### src/rtl/cpu_pkg.sv
// Shared front-end types: fetch-stage widths and the {pc, instr} entry that
// travels from fetch through decode and rename.
package cpu_pkg;

  localparam int ADDR_WIDTH  = 12;
  localparam int INSTR_WIDTH = 32;

  typedef struct packed {
    logic [ADDR_WIDTH-1:0]  pc;
    logic [INSTR_WIDTH-1:0] instr;
  } fetch_entry_t;

endpackage : cpu_pkg

### src/rtl/fetch_queue.sv
// In-order instruction queue between fetch and decode; absorbs decode stalls
// and supports a synchronous flush on redirect or mispredict.
module fetch_queue
  import cpu_pkg::*;
#(
  parameter int ADDR_WIDTH  = cpu_pkg::ADDR_WIDTH,
  parameter int INSTR_WIDTH = cpu_pkg::INSTR_WIDTH,
  parameter int DEPTH       = 4
) (
  input  logic                         clk,
  input  logic                         reset,
  input  logic                         flush,
  input  logic                         in_valid,
  input  logic [ADDR_WIDTH-1:0]        in_pc,
  input  logic [INSTR_WIDTH-1:0]       in_instr,
  output logic                         in_ready,
  output logic                         out_valid,
  output logic [ADDR_WIDTH-1:0]        out_pc,
  output logic [INSTR_WIDTH-1:0]       out_instr,
  input  logic                         out_ready,
  output logic [$clog2(DEPTH+1)-1:0]   count
);

  localparam int PTR_W = $clog2(DEPTH);
  localparam int CNT_W = $clog2(DEPTH+1);
  localparam logic [CNT_W-1:0] FULL_CNT = CNT_W'(DEPTH);

  // Local entry type follows the module parameters so non-default widths work.
  typedef struct packed {
    logic [ADDR_WIDTH-1:0]  pc;
    logic [INSTR_WIDTH-1:0] instr;
  } entry_t;

  entry_t            mem_q [DEPTH];
  logic [PTR_W-1:0]  head_q, head_d;
  logic [PTR_W-1:0]  tail_q, tail_d;
  logic [CNT_W-1:0]  count_q, count_d;
  logic              enq, deq;

  // in_ready depends only on registered occupancy, never on out_ready.
  assign in_ready  = (count_q != FULL_CNT);
  assign out_valid = (count_q != '0);
  assign out_pc    = mem_q[head_q].pc;
  assign out_instr = mem_q[head_q].instr;
  assign count     = count_q;

  assign enq = in_valid && in_ready;
  assign deq = out_valid && out_ready;

  // Pointers wrap naturally because DEPTH is a power of two.
  always_comb begin
    head_d  = head_q;
    tail_d  = tail_q;
    count_d = count_q;
    if (enq) tail_d = tail_q + PTR_W'(1);
    if (deq) head_d = head_q + PTR_W'(1);
    case ({enq, deq})
      2'b10:   count_d = count_q + CNT_W'(1);
      2'b01:   count_d = count_q - CNT_W'(1);
      default: count_d = count_q;
    endcase
  end

  always_ff @(posedge clk) begin
    if (reset) begin
      head_q  <= '0;
      tail_q  <= '0;
      count_q <= '0;
      // NOTE: the storage is cleared on reset so the head read is never X while empty.
      for (int i = 0; i < DEPTH; i++) begin
        mem_q[i] <= '0;
      end
    end else if (flush) begin
      head_q  <= '0;
      tail_q  <= '0;
      count_q <= '0;
    end else begin
      head_q  <= head_d;
      tail_q  <= tail_d;
      count_q <= count_d;
      if (enq) begin
        mem_q[tail_q] <= '{pc: in_pc, instr: in_instr};
      end
    end
  end

endmodule : fetch_queue

### config.mk
export PLATFORM = sky130hd
export DESIGN_NAME = fetch_queue
export DESIGN_NICKNAME = d
export VERILOG_FILES = /design/src/rtl/cpu_pkg.sv /design/src/rtl/fetch_queue.sv
export SDC_FILE = /design/constraint.sdc
export NUM_CORES = 1
export LEC_CHECK = 0
export CAP_MARGIN = 40
export CORE_MARGIN = 5
export CORE_UTILIZATION = 55
export CTS_BUF_LIST = sky130_fd_sc_hd__clkbuf_2
export DETAILED_ROUTE_END_ITERATION = 6
export PLACE_DENSITY = 0.89
export SYNTH_ARGS = -nofsm -noshare
export SYNTH_HDL_FRONTEND = slang
export SYNTH_SLANG_ARGS = --single-unit
export TNS_END_PERCENT = 30
### constraint.sdc
create_clock -name clk -period 9.4 [get_ports clk]
set_clock_uncertainty 0.1 [all_clocks]
set_input_delay 1.88 -clock clk [delete_from_list [all_inputs] [get_ports clk]]
set_output_delay 1.88 -clock clk [all_outputs]
set_load 0.02 [all_outputs]
==> impl_metrics.json, run 1 <==
{
  "status": "complete, no violations",
  "hp-start": "head_q[1]",
  "via_per_inst": 5.53,
  "cts_inserted_buffers": 17,
  "io_buffer_count": 97,
  "max_freq_ghz": 0.214,
  "ios": 98,
  "grt_pass1_vias": 4393,
  "grt_setup_unrepaired": "false",
  "r2r-start": "count[2]",
  "total_power_w": 0.00144,
  "ant_nets": 0,
  "overflow": 0,
  "setup_viol": 0,
  "rows": 44,
  "yosys.area.top_type_share_pct": 66.0,
  "antenna_cells": 0,
  "drv_slew": 0,
  "clk_latency_ns": 0.71,
  "drtPass1Iterations": 4,
  "synthTopCellsByCount": "176 x and2_1, 176 x edfxtp_1, 44 x mux4_2",
  "grt_use_total_pct": 18.9,
  "antenna_found_initial": 0,
  "n_fill_cell": 1015,
  "synth_top_area_cell": "edfxtp_1",
  "ys_ff_latch": 185,
  "syn_area_um2": 8010,
  "gp_congestion": 0.813,
  "finalHoldViolations": 0,
  "cts-htree-levels": 4,
  "ir_worst_vdd_v": 0.0000673,
  "synth.distinct_cells": 29,
  "place_area_um2": 9280,
  "regArea_um2": 5470,
  "async_flop_share_pct": 0,
  "vias": 4272,
  "drive_gt1_share_pct": 16.1,
  "cp.arrival_ns": 2.70,
  "die_h_um": 131,
  "ctsResizeCount": 0,
  "power_density_nw_per_um2": 152,
  "critical_path_required_ns": 7.42,
  "start_util_pct": 55.5,
  "worst-path-max-fanout": 23,
  "hp-class": "register to register",
  "synth.avg_cell_area_um2": 16.8,
  "die_x_um": 131,
  "synth_flop_cell": "edfxtp_1",
  "drt_wl_total_um": 15200,
  "dr.first_iter.drc_count": 451,
  "synthCells": 477,
  "dieArea_um2": 17100,
  "seq_area_frac_synth_pct": 68.2,
  "clk_pin_slew_worst_paths_ns": 0.23,
  "grt_max_degree": 47,
  "ctsHoldBuffers": 0,
  "wl_per_cell_um": 19.7,
  "drcViolationCount": 0,
  "max_cap_violations": 0,
  "cts-root-buf": "clkbuf_2",
  "synth_edf_count": 176,
  "r2r_slack_ns": 6.65,
  "tns_ns": 0,
  "worst_slew_pin_slew_ns": 0.688,
  "yosysWarnings": 0,
  "multi_input_area_um2": 2420,
  "crit_type": "register to output port",
  "period_needed_ns": 4.68,
  "start_kind": "register",
  "cts_tree": "yes",
  "relSlewSlack_pct": 54.1,
  "fp.coreArea_um2": 14400,
  "syn2layout_area_growth_pct": 18.3,
  "synth.area.top_cells": "edfxtp_1 66%, and2_1 14%, mux4_2 12%",
  "post-route-period-util_pct": 49.8,
  "grt_pass1_wl_um": 23800,
  "layout.nets": 627,
  "post_cts_buffers": 0,
  "cp-end-kind": "output port",
  "clk_path_buf_depth": 2,
  "syn_nets": 528,
  "numClockSinks": 185,
  "dp_hpwl_um": 9630,
  "p_leak_nw": 3.34,
  "stdcell_area_um2": 9480
}
[stage by stage]
stage	setup slack, ns	utilization, %	hold slack [ns]	std cells
3_3_place_gp	4.43	63.5	0.417	736
2_1_floorplan	2.22	-	0.385	477
3_5_place_dp	4.55	64.3	0.422	741
5_1_grt	4.55	65.7	0.527	773
4_1_cts	4.61	65.7	0.473	773
6_report	4.72	65.7	0.478	773
[critical path, stage by stage, from the launching register on]
cell and delay (ns):
dfxtp_2 0.83, buf_16 0.25, mux4_2 0.35, clkdlybuf4s50_1 0.56
[flip-flops by register name, indices dropped and copies added, names as in the netlist, named ones only]
register	flops
mem_q	176
count	3
head_q	2
tail_q	2
[kinds of logic after synthesis]
| group | share of synthesized area (%) |
|---|---|
| flip-flops | 68.2 |
| XOR/XNOR | 0.437 |
| multiplexers | 12.4 |
| buffers and inverters | 1.70 |
| adder cells (fa/ha/maj) | 0.406 |
| AND/OR/NAND/NOR | 16.1 |
| AO/OA/AOI/OAI | 0.734 |
[routing by layer]
layer  routed length, µm  share of wire (%)  vias to the layer above  track usage, %
met2                7960                 52                      124            32.3
met4                 140               0.92                        0            5.20
met1                6170                 41                     2175            24.5
met5                   0                  0                        -               0
met3                 966                6.3                       15            4.63
li1                    -                  -                     1958               -
[final timing paths]
check	depth (start not counted)	end
worst min register to register	2	head_q[1]
worst max register to register	9	count[2]
worst min-delay path	2	head_q[1]
worst max-delay path	3	out_instr[0]
[cell usage in the layout (no fill, tap or decap), types with 4 or more instances in the layout]
cell / instances
and2_1: 176
buf_4: 5
clkbuf_2: 20
clkdlybuf4s50_1: 97
clkinvlp_4: 4
dfxtp_1: 7
edfxtp_1: 176
inv_1: 6
mux4_2: 44
nor2_1: 7
[report_power, final]
part           internal, W  total, W  switching [W]  leakage [nW]
Combinational    0.0000720  0.000145      0.0000726          1.32
Sequential        0.000937  0.000948      0.0000111          1.90
Clock            0.0000964  0.000350       0.000254         0.119
Total              0.00111   0.00144       0.000338          3.34
[cell type report]
type                       count  share of cell area, %
sequential                   185                   57.7
multi-input combinational    259                   25.5
timing repair buffer         107                   11.9
tap                          184                   2.43
clock inverter                12                   1.08
clock buffer                  20                   1.06
inverter                       6                  0.238
Note: power is estimated with default switching activity, not from simulation.
==> run 2, diff against run 1 <==
--- a/config.mk
+++ b/config.mk
@@ -7,10 +7,10 @@
 export LEC_CHECK = 0
 export CAP_MARGIN = 40
 export CORE_MARGIN = 5
-export CORE_UTILIZATION = 55
+export CORE_UTILIZATION = 52
 export CTS_BUF_LIST = sky130_fd_sc_hd__clkbuf_2
 export DETAILED_ROUTE_END_ITERATION = 6
-export PLACE_DENSITY = 0.89
+export PLACE_DENSITY = 0.88
 export SYNTH_ARGS = -nofsm -noshare
 export SYNTH_HDL_FRONTEND = slang
 export SYNTH_SLANG_ARGS = --single-unit
==> constraint.sdc (replaced) <==
create_clock -name clk -period 3.95 [get_ports clk]
set_clock_uncertainty 0.1 [all_clocks]
set_input_delay 0.79 -clock clk [delete_from_list [all_inputs] [get_ports clk]]
set_output_delay 0.79 -clock clk [all_outputs]
set_load 0.02 [all_outputs]
==> run 2 against run 1 <==
Compared with the run above:
- register-to-register slack worse by 5.5 ns
- sequential power increased by 140%
- total power grew to 2.5 times the previous value
- setup slack got worse by 4.4 ns
- die area up 5.3%
- cell area rose by 0.59%
- clock power increased to 2.9 times the previous value
- sequential cell count did not move
- global-route usage up 0.20 points
- first-iteration DRC count is 4.7% higher
==> impl_metrics.json, run 2 (synthesis gave the netlist of run 1 again) <==
{
  "worst_slew_pin_slew_ns": 0.691,
  "final_cell_mix": "176 x and2_1, 176 x edfxtp_1, 97 x clkdlybuf4s50_1, 44 x mux4_2, 21 x clkbuf_2",
  "post_cts_buffers": 0,
  "max_cap_violations": 0,
  "vias": 4309,
  "worst-path-max-fanout": 18,
  "fin_cells": 782,
  "finalHoldViolations": 0,
  "largest_register_ff_count": 176,
  "internal_power_w": 0.00282,
  "drtPass1Iterations": 4,
  "ir_worst_vdd_v": 0.000209,
  "ctsHoldBuffers": 0,
  "dr.first_iter.drc_count": 472,
  "clk_latency_ns": 0.70,
  "ctsResizeCount": 0,
  "drcViolationCount": 0,
  "numClockSinks": 185,
  "overflow": 0,
  "grt_pass1_vias": 4765,
  "drv_slew": 0,
  "setup_viol": 0,
  "start_util_pct": 52.9,
  "power_density_nw_per_um2": 378,
  "wl_per_cell_um": 21.1,
  "status": "complete, no violations",
  "antenna_cells": 0,
  "cts-root-buf": "clkbuf_2",
  "r2r-start": "count[2]",
  "crit_chain": "buf_4, mux4_2, clkdlybuf4s50_1",
  "gr-max-usage-layer": "met2",
  "cp.arrival_ns": 2.71,
  "cp-endpoint": "out_pc[0]",
  "io_buffer_count": 97,
  "tns_ns": 0,
  "cts_tree": "yes",
  "cts-htree-levels": 4,
  "grt_pass1_wl_um": 25700,
  "crit_cells": 3,
  "cts_inserted_buffers": 17,
  "pwr-share-comb_pct": 9.6,
  "ios": 98,
  "layout.nets": 634,
  "cpPeakStageDelay_ns": 0.68,
  "relSlewSlack_pct": 53.9,
  "clk_pin_slew_worst_paths_ns": 0.22,
  "critical_path_required_ns": 3.06,
  "dp.cells": 751,
  "post-route-period-util_pct": 91.1,
  "start_kind": "register",
  "grtUsageMet2_pct": 32.1,
  "swShare_pct": 22.0,
  "rows": 45,
  "period_needed_ns": 3.60,
  "grt_setup_unrepaired": "false",
  "r2r_slack_ns": 1.20,
  "ant_nets": 0,
  "clk_path_buf_depth": 2,
  "switchingPower_w": 0.000793,
  "slowest_stage": "dfxtp_2",
  "fp.coreArea_um2": 15100,
  "seqPwrFrac_pct": 62.5,
  "dp_hpwl_um": 10300,
  "syn2layout_area_growth_pct": 19.0,
  "met3_usage_pct": 4.99,
  "cp-end-kind": "output port",
  "rr_endpoint": "count[2]",
  "hp-class": "register to register",
  "crit_type": "register to output port",
  "crit_buf_inv": 2,
  "grt_use_total_pct": 19.1,
  "antenna_found_initial": 1,
  "clkPwrFrac_pct": 27.8,
  "grt_max_degree": 46,
  "top_register": "mem_q",
  "dieArea_um2": 18000,
  "critical-path-top-delay-family": "buffers and inverters",
  "die_x_um": 134,
  "die_h_um": 134,
  "worst_r2r_path_depth": 9,
  "p_leak_nw": 3.40,
  "via_per_inst": 5.51,
  "drt_wl_total_um": 16500,
  "max_freq_ghz": 0.278,
  "grtUsageMet1_pct": 24.7,
  "drive_gt1_share_pct": 17.2,
  "gp_congestion": 0.750
}
==> run 2: cell count changes in the layout (fill, tap and decap cells not counted), sizes merged <==
cell,change
buf,+7
bufinv,+3
clkinvlp,-3
clkinv,-2
clkbuf,+1
inv,-1
==> run 2: routing by layer <==
metal	up-vias	part of all wire [%]
met5	-	0.079
met4	2	0.93
met3	14	6.6
met2	143	51
met1	2182	41
li1	1968	-
==> run 2: cell type report <==
type                       instances  area (µm²)
fill                            1082        5610
sequential                       185        5470
multi-input combinational        259        2430
timing repair buffer             114        1120
tap                              188         235
clock inverter                     9         150
clock buffer                      21         105
inverter                           6        22.5
==> run 2: per-stage QoR <==
stage | util [%] | cell area [µm²] | setup WS [ns] | hold WS, ns | total power (W)
floorplan | - | 8030 | 0.953 | 0.385 | 0.00246
global placement | 61.1 | 9250 | 0.949 | 0.411 | 0.00263
detailed placement | 61.1 | 9250 | 0.945 | 0.414 | 0.00265
CTS | 62.8 | 9510 | 0.0645 | 0.458 | 0.00364
global route | 62.9 | 9530 | 0.156 | 0.506 | 0.00374
finish | 62.9 | 9530 | 0.352 | 0.456 | 0.00361
==> run 2: worst register-to-register path: cells and delay by family (launching register included) <==
| kind | cells | cell delay (ns) |
|---|---|---|
| DFF | 1 | 0.47 |
| adders and majority gates | 2 | 0.55 |
| buffers and inverters | 2 | 0.19 |
| AOI/OAI and AO/OA | 1 | 0.18 |
| xor gates and xnor gates | 1 | 0.16 |
| and+or+nand+nor | 3 | 1.05 |
==> run 2: worst min-delay path by stage <==
stage,from,endpoint,slack (ns),cells after the start
2_1_floorplan,head_q[1],register,0.38,2
3_5_place_dp,head_q[1],register,0.41,2
5_1_grt,head_q[1],register,0.51,2
3_3_place_gp,head_q[1],register,0.41,2
6_report,head_q[1],register,0.46,2
4_1_cts,head_q[1],register,0.46,2
==> run 2: power by group through the flow <==
stage	clock network (W)	registers, W	logic (W)
floorplan	0	0.00229	0.000171
CTS	0.00103	0.00226	0.000348
detailed placement	0	0.00230	0.000346
finish	0.00100	0.00226	0.000348
global placement	0	0.00230	0.000339
global route	0.00111	0.00227	0.000369
==> run 3, diff against run 2 <==
--- a/config.mk
+++ b/config.mk
@@ -7,10 +7,11 @@
 export LEC_CHECK = 0
 export CAP_MARGIN = 40
 export CORE_MARGIN = 5
-export CORE_UTILIZATION = 52
-export CTS_BUF_LIST = sky130_fd_sc_hd__clkbuf_2
+export CORE_UTILIZATION = 50
+export CTS_BUF_LIST = sky130_fd_sc_hd__clkbuf_4 sky130_fd_sc_hd__clkbuf_8 sky130_fd_sc_hd__clkbuf_16
 export DETAILED_ROUTE_END_ITERATION = 6
-export PLACE_DENSITY = 0.88
+export PLACE_DENSITY = 0.86
+export RECOVER_POWER = 25
 export SYNTH_ARGS = -nofsm -noshare
 export SYNTH_HDL_FRONTEND = slang
 export SYNTH_SLANG_ARGS = --single-unit
==> run 3 against run 2 <==
Compared with the run above:
- the run now ends with capacitance limit, slew limit left
- routed wire length is 1.2% lower
- total power is 21% higher
- sequential share of layout area is 1.9 points lower
- die area is 3.7% higher
- combinational power is 1% lower
- highest routed layer is now met4
==> impl_metrics.json, run 3 (synthesis gave the netlist of run 1 again) <==
{
  "r2r_slack_ns": 1.11,
  "antenna_cells": 0,
  "post_cts_buffers": 0,
  "numClockSinks": 185,
  "layout.nets": 628,
  "die_x_um": 137,
  "switchingPower_w": 0.000873,
  "tns_ns": 0,
  "die_h_um": 137,
  "vias": 4350,
  "drive_gt1_share_pct": 16.1,
  "dp_hpwl_um": 9510,
  "worst-path-max-fanout": 44,
  "grt_max_degree": 46,
  "grt_pass1_wl_um": 26100,
  "cts_inserted_buffers": 17,
  "max_cap_violations": 1,
  "critical_path_required_ns": 4.13,
  "max_freq_ghz": 0.281,
  "cts-htree-levels": 4,
  "final_cell_mix": "176 x edfxtp_1, 167 x and2_1, 95 x clkdlybuf4s50_1, 44 x mux4_2, 17 x clkbuf_16",
  "relSlewSlack_pct": -36.9,
  "rows": 46,
  "cts-root-buf": "clkbuf_16",
  "cp.arrival_ns": 3.73,
  "power_density_nw_per_um2": 441,
  "drcViolationCount": 0,
  "gp_congestion": 0.724,
  "ant_nets": 0,
  "worst_slew_pin_slew_ns": 2.05,
  "largest_register_ff_count": 176,
  "violations": "capacitance limit, slew limit",
  "crit_type": "input port to register",
  "ir_worst_vdd_v": 0.000306,
  "internal_power_w": 0.00348,
  "dieArea_um2": 18700,
  "seqPwrFrac_pct": 51.9,
  "antenna_found_initial": 0,
  "via_per_inst": 5.40,
  "dr.first_iter.drc_count": 485,
  "grt_setup_unrepaired": "false",
  "clkPwrFrac_pct": 40.2,
  "period_needed_ns": 3.56,
  "top_register": "mem_q",
  "grt_pass1_vias": 4758,
  "cts_tree": "yes",
  "fp.coreArea_um2": 15800,
  "post-route-period-util_pct": 90.1,
  "grt_use_total_pct": 18.9,
  "setup_viol": 0,
  "start_kind": "input port",
  "drv_slew": 45,
  "wl_per_cell_um": 20.2,
  "clk_latency_ns": 0.42,
  "ios": 98,
  "clk_pin_slew_worst_paths_ns": 0.06,
  "start_util_pct": 50.6,
  "pwr-share-comb_pct": 7.9,
  "ctsResizeCount": 0,
  "status": "complete, but fails checks",
  "syn2layout_area_growth_pct": 23.2,
  "io_buffer_count": 97,
  "ctsHoldBuffers": 0,
  "drt_wl_total_um": 16300,
  "p_leak_nw": 3.50,
  "hp-class": "register to register",
  "finalHoldViolations": 0,
  "total_power_w": 0.00435,
  "final_common_cell": "edfxtp_1",
  "overflow": 0,
  "drtPass1Iterations": 4,
  "clk_path_buf_depth": 2,
  "cp-end-kind": "register",
  "swShare_pct": 20.1
}
## run 3: final timing paths
check,from,to,cells past startpoint
max,flush,mem_q[3][20],5
max reg2reg,count[2],mem_q[0][16],4
min,head_q[1],head_q[1],2
min reg2reg,head_q[1],head_q[1],2
## run 3: stage by stage
step                cells  utilization (%)  cell area [µm²]  worst slack, ns  hold slack, ns
CTS                   805             62.6             9910            0.584           0.459
finish                805             62.4             9870            0.393           0.465
global placement      774             58.8             9300            0.841           0.413
global route          805             62.4             9870            0.271           0.501
detailed placement    774             58.8             9300            0.795           0.425
floorplan             477                -             8030            0.953           0.385
## run 3: layout make-up
type,instances,area [µm²]
clock buffers,21,455
clock inverters,10,151
fillers,1126,5960
inverters,6,22.5
multi-input cells,259,2420
flip-flops and latches,185,5470
well taps,216,270
repair buffers,108,1080
## run 3: worst max-delay path, stage by stage
cell           delay (ns)
dlygate4sd3_1        0.62
or3b_4               0.47
nor2_4               0.08
clkbuf_1             1.47
and2_1               0.29
## run 3: power groups by stage
stage	clock [W]	sequential [W]	combinational, W
final	0.00175	0.00226	0.000344
after global placement	0	0.00229	0.000344
after detailed placement	0	0.00230	0.000352
after global routing	0.00186	0.00227	0.000369
after floorplan	0	0.00229	0.000171
after CTS	0.00177	0.00226	0.000354
## run 3: layer usage
metal	track usage, %	share of wire, %	up-vias
li1	-	-	1962
met1	23.9	40	2210
met2	30.8	51	149
met3	5.88	7.4	29
met4	7.00	1.8	0
met5	0	0	-
